## config.mk

```make
export PLATFORM = sky130hd
export DESIGN_NAME = mul_div_unit
export DESIGN_NICKNAME = d
export VERILOG_FILES = /design/src/rtl/mul_div_unit.sv
export SDC_FILE = /design/constraint.sdc
export NUM_CORES = 1
export LEC_CHECK = 0
export ABC_AREA = 1
export BUFFER_PORTS_ARGS = -buffer_cell sky130_fd_sc_hd__buf_4
export CORE_AREA = 2 2 217 219
export CTS_BUF_LIST = sky130_fd_sc_hd__clkbuf_4
export CTS_CLUSTER_DIAMETER = 30
export DETAILED_ROUTE_END_ITERATION = 10
export DIE_AREA = 0 0 219 221
export HOLD_SLACK_MARGIN = 0.05
export PLACE_DENSITY = 0.57
export SYNTH_ARGS = -nofsm -noshare
export SYNTH_HDL_FRONTEND = slang
export SYNTH_SLANG_ARGS = --single-unit
```

## constraint.sdc

```tcl
create_clock -name clk -period 4.8 [get_ports clk]
set_input_delay 0.48 -clock clk [delete_from_list [all_inputs] [get_ports clk]]
set_output_delay 0.48 -clock clk [all_outputs]
set_load 0.03 [all_outputs]
```

## src/rtl/mul_div_unit.sv

```systemverilog
// -----------------------------------------------------------------------------
// mul_div_unit
//   Iterative RV32M multiply/divide unit. It uses a start/valid handshake: the
//   control unit pulses alu_start, waits for valid, then takes result.
//   Multiplies use a shift-add engine. Divides use a restoring shift-subtract
//   engine. Both run one bit per cycle on the same hi/lo/b registers.
//   Divide-by-zero and signed overflow are resolved at accept and skip RUN.
//
// Ports
//   clk        system clock, rising edge
//   rst        asynchronous active-low reset
//   alu_start  one-cycle request, accepted in IDLE or DONE
//   opcode     RV32M funct3 (0 MUL .. 7 REMU)
//   alu_in1    rs1 operand (multiplicand / dividend)
//   alu_in2    rs2 operand (multiplier / divisor)
//   result     registered result, held until the next request completes
//   valid      high for the single DONE cycle
//   busy       high while iterating (RUN)
// -----------------------------------------------------------------------------
module mul_div_unit #(
  parameter int width = 32
) (
  input  logic             clk,
  input  logic             rst,
  input  logic             alu_start,
  input  logic [2:0]       opcode,
  input  logic [width-1:0] alu_in1,
  input  logic [width-1:0] alu_in2,
  output logic [width-1:0] result,
  output logic             valid,
  output logic             busy
);

  typedef enum logic [1:0] {IDLE, RUN, DONE} state_t;

  localparam int CW = $clog2(width + 1);
  localparam logic [width-1:0] MIN_NEG = {1'b1, {(width-1){1'b0}}};

  state_t           state, state_nxt;
  logic [CW-1:0]    count;
  logic [2:0]       op;
  logic [width-1:0] hi, lo, b_reg;
  logic             neg_res, neg_rem;

  // ---------------------------------------------------------------------------
  // Accept-side decode: sign handling and special cases
  // ---------------------------------------------------------------------------
  logic             accept, in1_signed, in2_signed, s1, s2;
  logic             div_zero, overflow, special;
  logic [width-1:0] abs1, abs2, special_result;

  assign accept     = alu_start && (state != RUN);
  // Divides: even opcodes are signed. Multiplies: MULHU is fully unsigned, and
  // MULHSU treats only rs1 as signed.
  assign in1_signed = opcode[2] ? ~opcode[0] : (opcode[1:0] != 2'd3);
  assign in2_signed = opcode[2] ? ~opcode[0] : ~opcode[1];
  assign s1         = in1_signed & alu_in1[width-1];
  assign s2         = in2_signed & alu_in2[width-1];
  assign abs1       = s1 ? -alu_in1 : alu_in1;
  assign abs2       = s2 ? -alu_in2 : alu_in2;

  assign div_zero = opcode[2] && (alu_in2 == '0);
  assign overflow = opcode[2] && !opcode[0] && (alu_in1 == MIN_NEG) && (alu_in2 == '1);
  assign special  = div_zero || overflow;
  // opcode[1] selects the remainder flavour (REM/REMU).
  assign special_result = div_zero ? (opcode[1] ? alu_in1 : '1)
                                   : (opcode[1] ? '0 : alu_in1);

  // ---------------------------------------------------------------------------
  // One iteration of the shared datapath
  //   multiply: {hi,lo} = partial product, lo starts as the multiplier
  //   divide  : hi = partial remainder, lo = dividend shifting into quotient
  // ---------------------------------------------------------------------------
  logic [width:0]   mul_sum, div_shift;
  logic             div_ge;
  logic [width-1:0] div_diff, hi_nxt, lo_nxt;

  assign mul_sum   = {1'b0, hi} + (lo[0] ? {1'b0, b_reg} : '0);
  assign div_shift = {hi, lo[width-1]};
  assign div_ge    = div_shift >= {1'b0, b_reg};
  // When div_ge is set, the true difference fits in width bits, so the
  // modular subtraction on the low bits is exact.
  assign div_diff  = div_shift[width-1:0] - b_reg;

  always_comb begin
    // NOTE: every combinational output gets a default first so that no path
    // leaves it unassigned. Otherwise a latch would be inferred.
    hi_nxt = hi;
    lo_nxt = lo;
    if (op[2]) begin
      hi_nxt = div_ge ? div_diff : div_shift[width-1:0];
      lo_nxt = {lo[width-2:0], div_ge};
    end else begin
      hi_nxt = mul_sum[width:1];
      lo_nxt = {mul_sum[0], lo[width-1:1]};
    end
  end

  // Sign fixup applied to the values produced by the final iteration.
  logic [2*width-1:0] prod, prod_fix;
  logic [width-1:0]   q_fix, r_fix, final_result;

  assign prod     = {hi_nxt, lo_nxt};
  assign prod_fix = neg_res ? -prod : prod;
  assign q_fix    = neg_res ? -lo_nxt : lo_nxt;
  assign r_fix    = neg_rem ? -hi_nxt : hi_nxt;

  always_comb begin
    final_result = '0;
    case (op)
      3'd0:                final_result = prod_fix[width-1:0];
      3'd1, 3'd2, 3'd3:    final_result = prod_fix[2*width-1:width];
      default:             final_result = op[1] ? r_fix : q_fix;
    endcase
  end

  // ---------------------------------------------------------------------------
  // Control FSM
  // ---------------------------------------------------------------------------
  always_ff @(posedge clk or negedge rst) begin
    // NOTE: sequential state always uses non-blocking assignment. This lets
    // every register update from the values seen before the clock edge.
    if (!rst) state <= IDLE;
    else      state <= state_nxt;
  end

  always_comb begin
    state_nxt = state;
    case (state)
      IDLE:    if (accept) state_nxt = special ? DONE : RUN;
      RUN:     if (count == CW'(1)) state_nxt = DONE;
      DONE:    state_nxt = accept ? (special ? DONE : RUN) : IDLE;
      default: state_nxt = IDLE;
    endcase
  end

  assign valid = (state == DONE);
  assign busy  = (state == RUN);

  // ---------------------------------------------------------------------------
  // Datapath registers
  // ---------------------------------------------------------------------------
  always_ff @(posedge clk or negedge rst) begin
    // NOTE: reset clears all datapath registers, including the operand
    // registers. An abandoned request therefore leaves no residue.
    if (!rst) begin
      result  <= '0;
      count   <= '0;
      op      <= '0;
      hi      <= '0;
      lo      <= '0;
      b_reg   <= '0;
      neg_res <= 1'b0;
      neg_rem <= 1'b0;
    end else if (accept) begin
      op      <= opcode;
      count   <= CW'(width);
      neg_res <= s1 ^ s2;
      neg_rem <= s1;
      hi      <= '0;
      if (opcode[2]) begin
        lo    <= abs1;
        b_reg <= abs2;
      end else begin
        lo    <= abs2;
        b_reg <= abs1;
      end
      if (special) result <= special_result;
    end else if (state == RUN) begin
      hi    <= hi_nxt;
      lo    <= lo_nxt;
      count <= count - CW'(1);
      if (count == CW'(1)) result <= final_result;
    end
  end

endmodule

```

==> run metrics <==
layout cell share with drive strength beyond 1 11.71%; final WL 94.63 mm; Ys Warns 0; DIE AREA 48,400 µm²; io pins 104; WL/cell 24.51 µm; Total Routing Usage GR 38.79%; worst-margin pin slew 1.147 ns; FP Rows 79; outcome finished clean; via count 21,904; fmax 0.2158 GHz; worst hold margin 0.1526 ns; dpl ws 0.2865 ns; slowest stage delay, CP 0.48 ns; total core area 46,060 µm²; Max FO, Critical Path 5; Clock Skew 0.04228 ns; Starting Density 39.65%; Top cell by count, worst path nand2_1; number of distinct library cells after synthesis 63; Root Buffer clkbuf_4; Post-synth ARST share 100.0%; Syn-to-layout area delta 11.26%; number of max-cap violations 0; Die X 219 µm; Hold Path Class in2reg; Port Buffer Count 103; Multi-input gate area 12,430 µm²; global-route wire length before repair 137.9 mm; crit path kind reg2reg; initial antenna violation count 3; Worst Path Arrival 5.25 ns; Worst-path clk slew 0.16 ns; Final Hold Vio Count 0; max-slew violations 0; clock tree buffer depth 2; ANT nets after route 0; GR Overflow Total 0; Synth Flop Type dfrtp_1; largest net degree at the start of global routing 67; fin worst setup slack 0.1668 ns; most frequent cells in the layout nand2_1 (923), inv_1 (479), nor2_1 (264), nand3_1 (247), buf_4 (189); Design Area, Final 20,320 µm²; post-synthesis cell count 3,142; dpl hpwl 76.77 mm; Yosys reg bits 141; initial DRC count 2,259; endpoints failing setup 0; CTS Buf Count 17; CTS tree yes; number of flops mapped to enable cells by yosys 0; most common cell after layout, fill and taps aside nand2_1; Syn Nets 3,285; Die H 221 µm; clk sinks 141; startpoint types flip-flop; Final period util 96.52%; slew margin rel. 23.25%; CP endpoint kind flip-flop; DP Area 19,950 µm²; GP Congestion 1.096; Final min period 4.633 ns; CP max stage cell fa_1; vias in the first global route 20,605; Worst Path Buf+Inv 3; sequential share of the synthesized area 19.32%; Seq. cell area 3533 µm²; nets 3,383; Worst Path Required 5.42 ns; DR DRC count 0; Post-Syn Area per Cell 5.813 µm²; Worst path top cell family by delay simple AND/OR/NAND/NOR gates; first drt pass iteration count 8; mapped cell area 18,260 µm²; DR vias/cell 5.673; clock latency on the worst-skew pair 0.71 ns; Filler cells 5,178; H-tree levels 4
## cell type report
cell class	instances	share of cell area [%]
antenna	1	0.01232
clock buffer	17	0.6281
clock inverter	15	0.7451
inverter	492	9.095
multi-input combinational	2395	61.16
sequential	141	17.39
tap	607	3.738
timing repair buffer	193	7.235
## worst reg2reg max path, cell delays in order (launching register included)
cell and delay [ns]:
dfrtp_1 0.42, inv_1 0.15, ha_1 0.20, inv_1 0.12, fa_1 0.48, nand3_1 0.12, nand3_1 0.26, nand2_1 0.14
nand2_1 0.18, nand2_1 0.13, nand4_1 0.09, nand2_1 0.11, nand2_1 0.06, nand3_1 0.16, nand2_1 0.38, nor2_2 0.26
nand2_1 0.14, inv_1 0.10, nand2_1 0.05, o21ai_1 0.17, nand2_1 0.08, nand2_1 0.07, nand3_1 0.19, nand3_1 0.28
nand2_1 0.07, a21boi_1 0.16
## cells in the mapped netlist, drive strengths merged, types with 9 or more instances
master | count | area share (%)
ha | 71 | 4.9
or2 | 41 | 1.4
nand2 | 953 | 20
inv | 486 | 10
xor2 | 93 | 4.5
o21ai | 207 | 5.9
dfrtp | 141 | 19
nor2 | 305 | 6.9
xnor2 | 30 | 1.4
nand3 | 263 | 7.6
clkbuf | 78 | 1.6
o22ai | 36 | 1.2
a21boi | 20 | 0.84
nor3 | 48 | 1.4
nand3b | 11 | 0.45
nor4 | 15 | 0.51
buf | 36 | 1.3
o211ai | 16 | 0.66
a21oi | 147 | 4.1
a22oi | 16 | 0.66
nand4 | 54 | 1.9
o221ai | 16 | 0.77
a221oi | 9 | 0.43
## layer usage
layer | up-vias | GRT usage [%] | wire, µm
met5 | - | 0 | 86
met4 | 6 | 18.70 | 5157
met3 | 189 | 6.832 | 8034
met2 | 1108 | 59.88 | 41520
met1 | 10302 | 52.15 | 39830
li1 | 10299 | - | -
## worst paths after layout
| path | startpoint | end | slack (ns) | depth (start not counted) |
|---|---|---|---|---|
| max in group asynchronous | rst | neg_res | 3.27 | 3 |
| setup / recovery | lo[31] | result[17] | 0.17 | 25 |
| hold / removal | opcode[0] | op[0] | 0.15 | 3 |
| min in group asynchronous | rst | result[31] | 0.36 | 2 |
| hold reg to reg | count[5] | count[5] | 0.49 | 1 |
| setup reg to reg | lo[31] | result[17] | 0.17 | 25 |
## stage by stage
stage	std cells	utilization (%)	setup TNS (ns)
finish	3861	44.11	0
global placement	3825	43.32	0
global route	3861	44.11	-0.04840
floorplan	3142	-	0
CTS	3859	43.97	0
detailed placement	3825	43.32	0
## repair_timing
item | in CTS | in global routing
buffers inserted | 0 | 1
setup endpoints to repair | 0 | 21
hold endpoints to repair | 65 | 0
gates resized for setup | 0 | 19
hold buffers | 2 | 0
## kinds of logic after synthesis
group,after synthesis,synth area share (%)
buffers and inverters,606,13.05
DFF,141,19.32
and+or+nand+nor,1699,40.62
xor gates and xnor gates,123,5.898
AOI/OAI and AO/OA,499,15.98
adders and majority gates,74,5.138
Power is not shown: default switching activity piles up to over one toggle a cycle in this logic, so the estimate is an artifact.
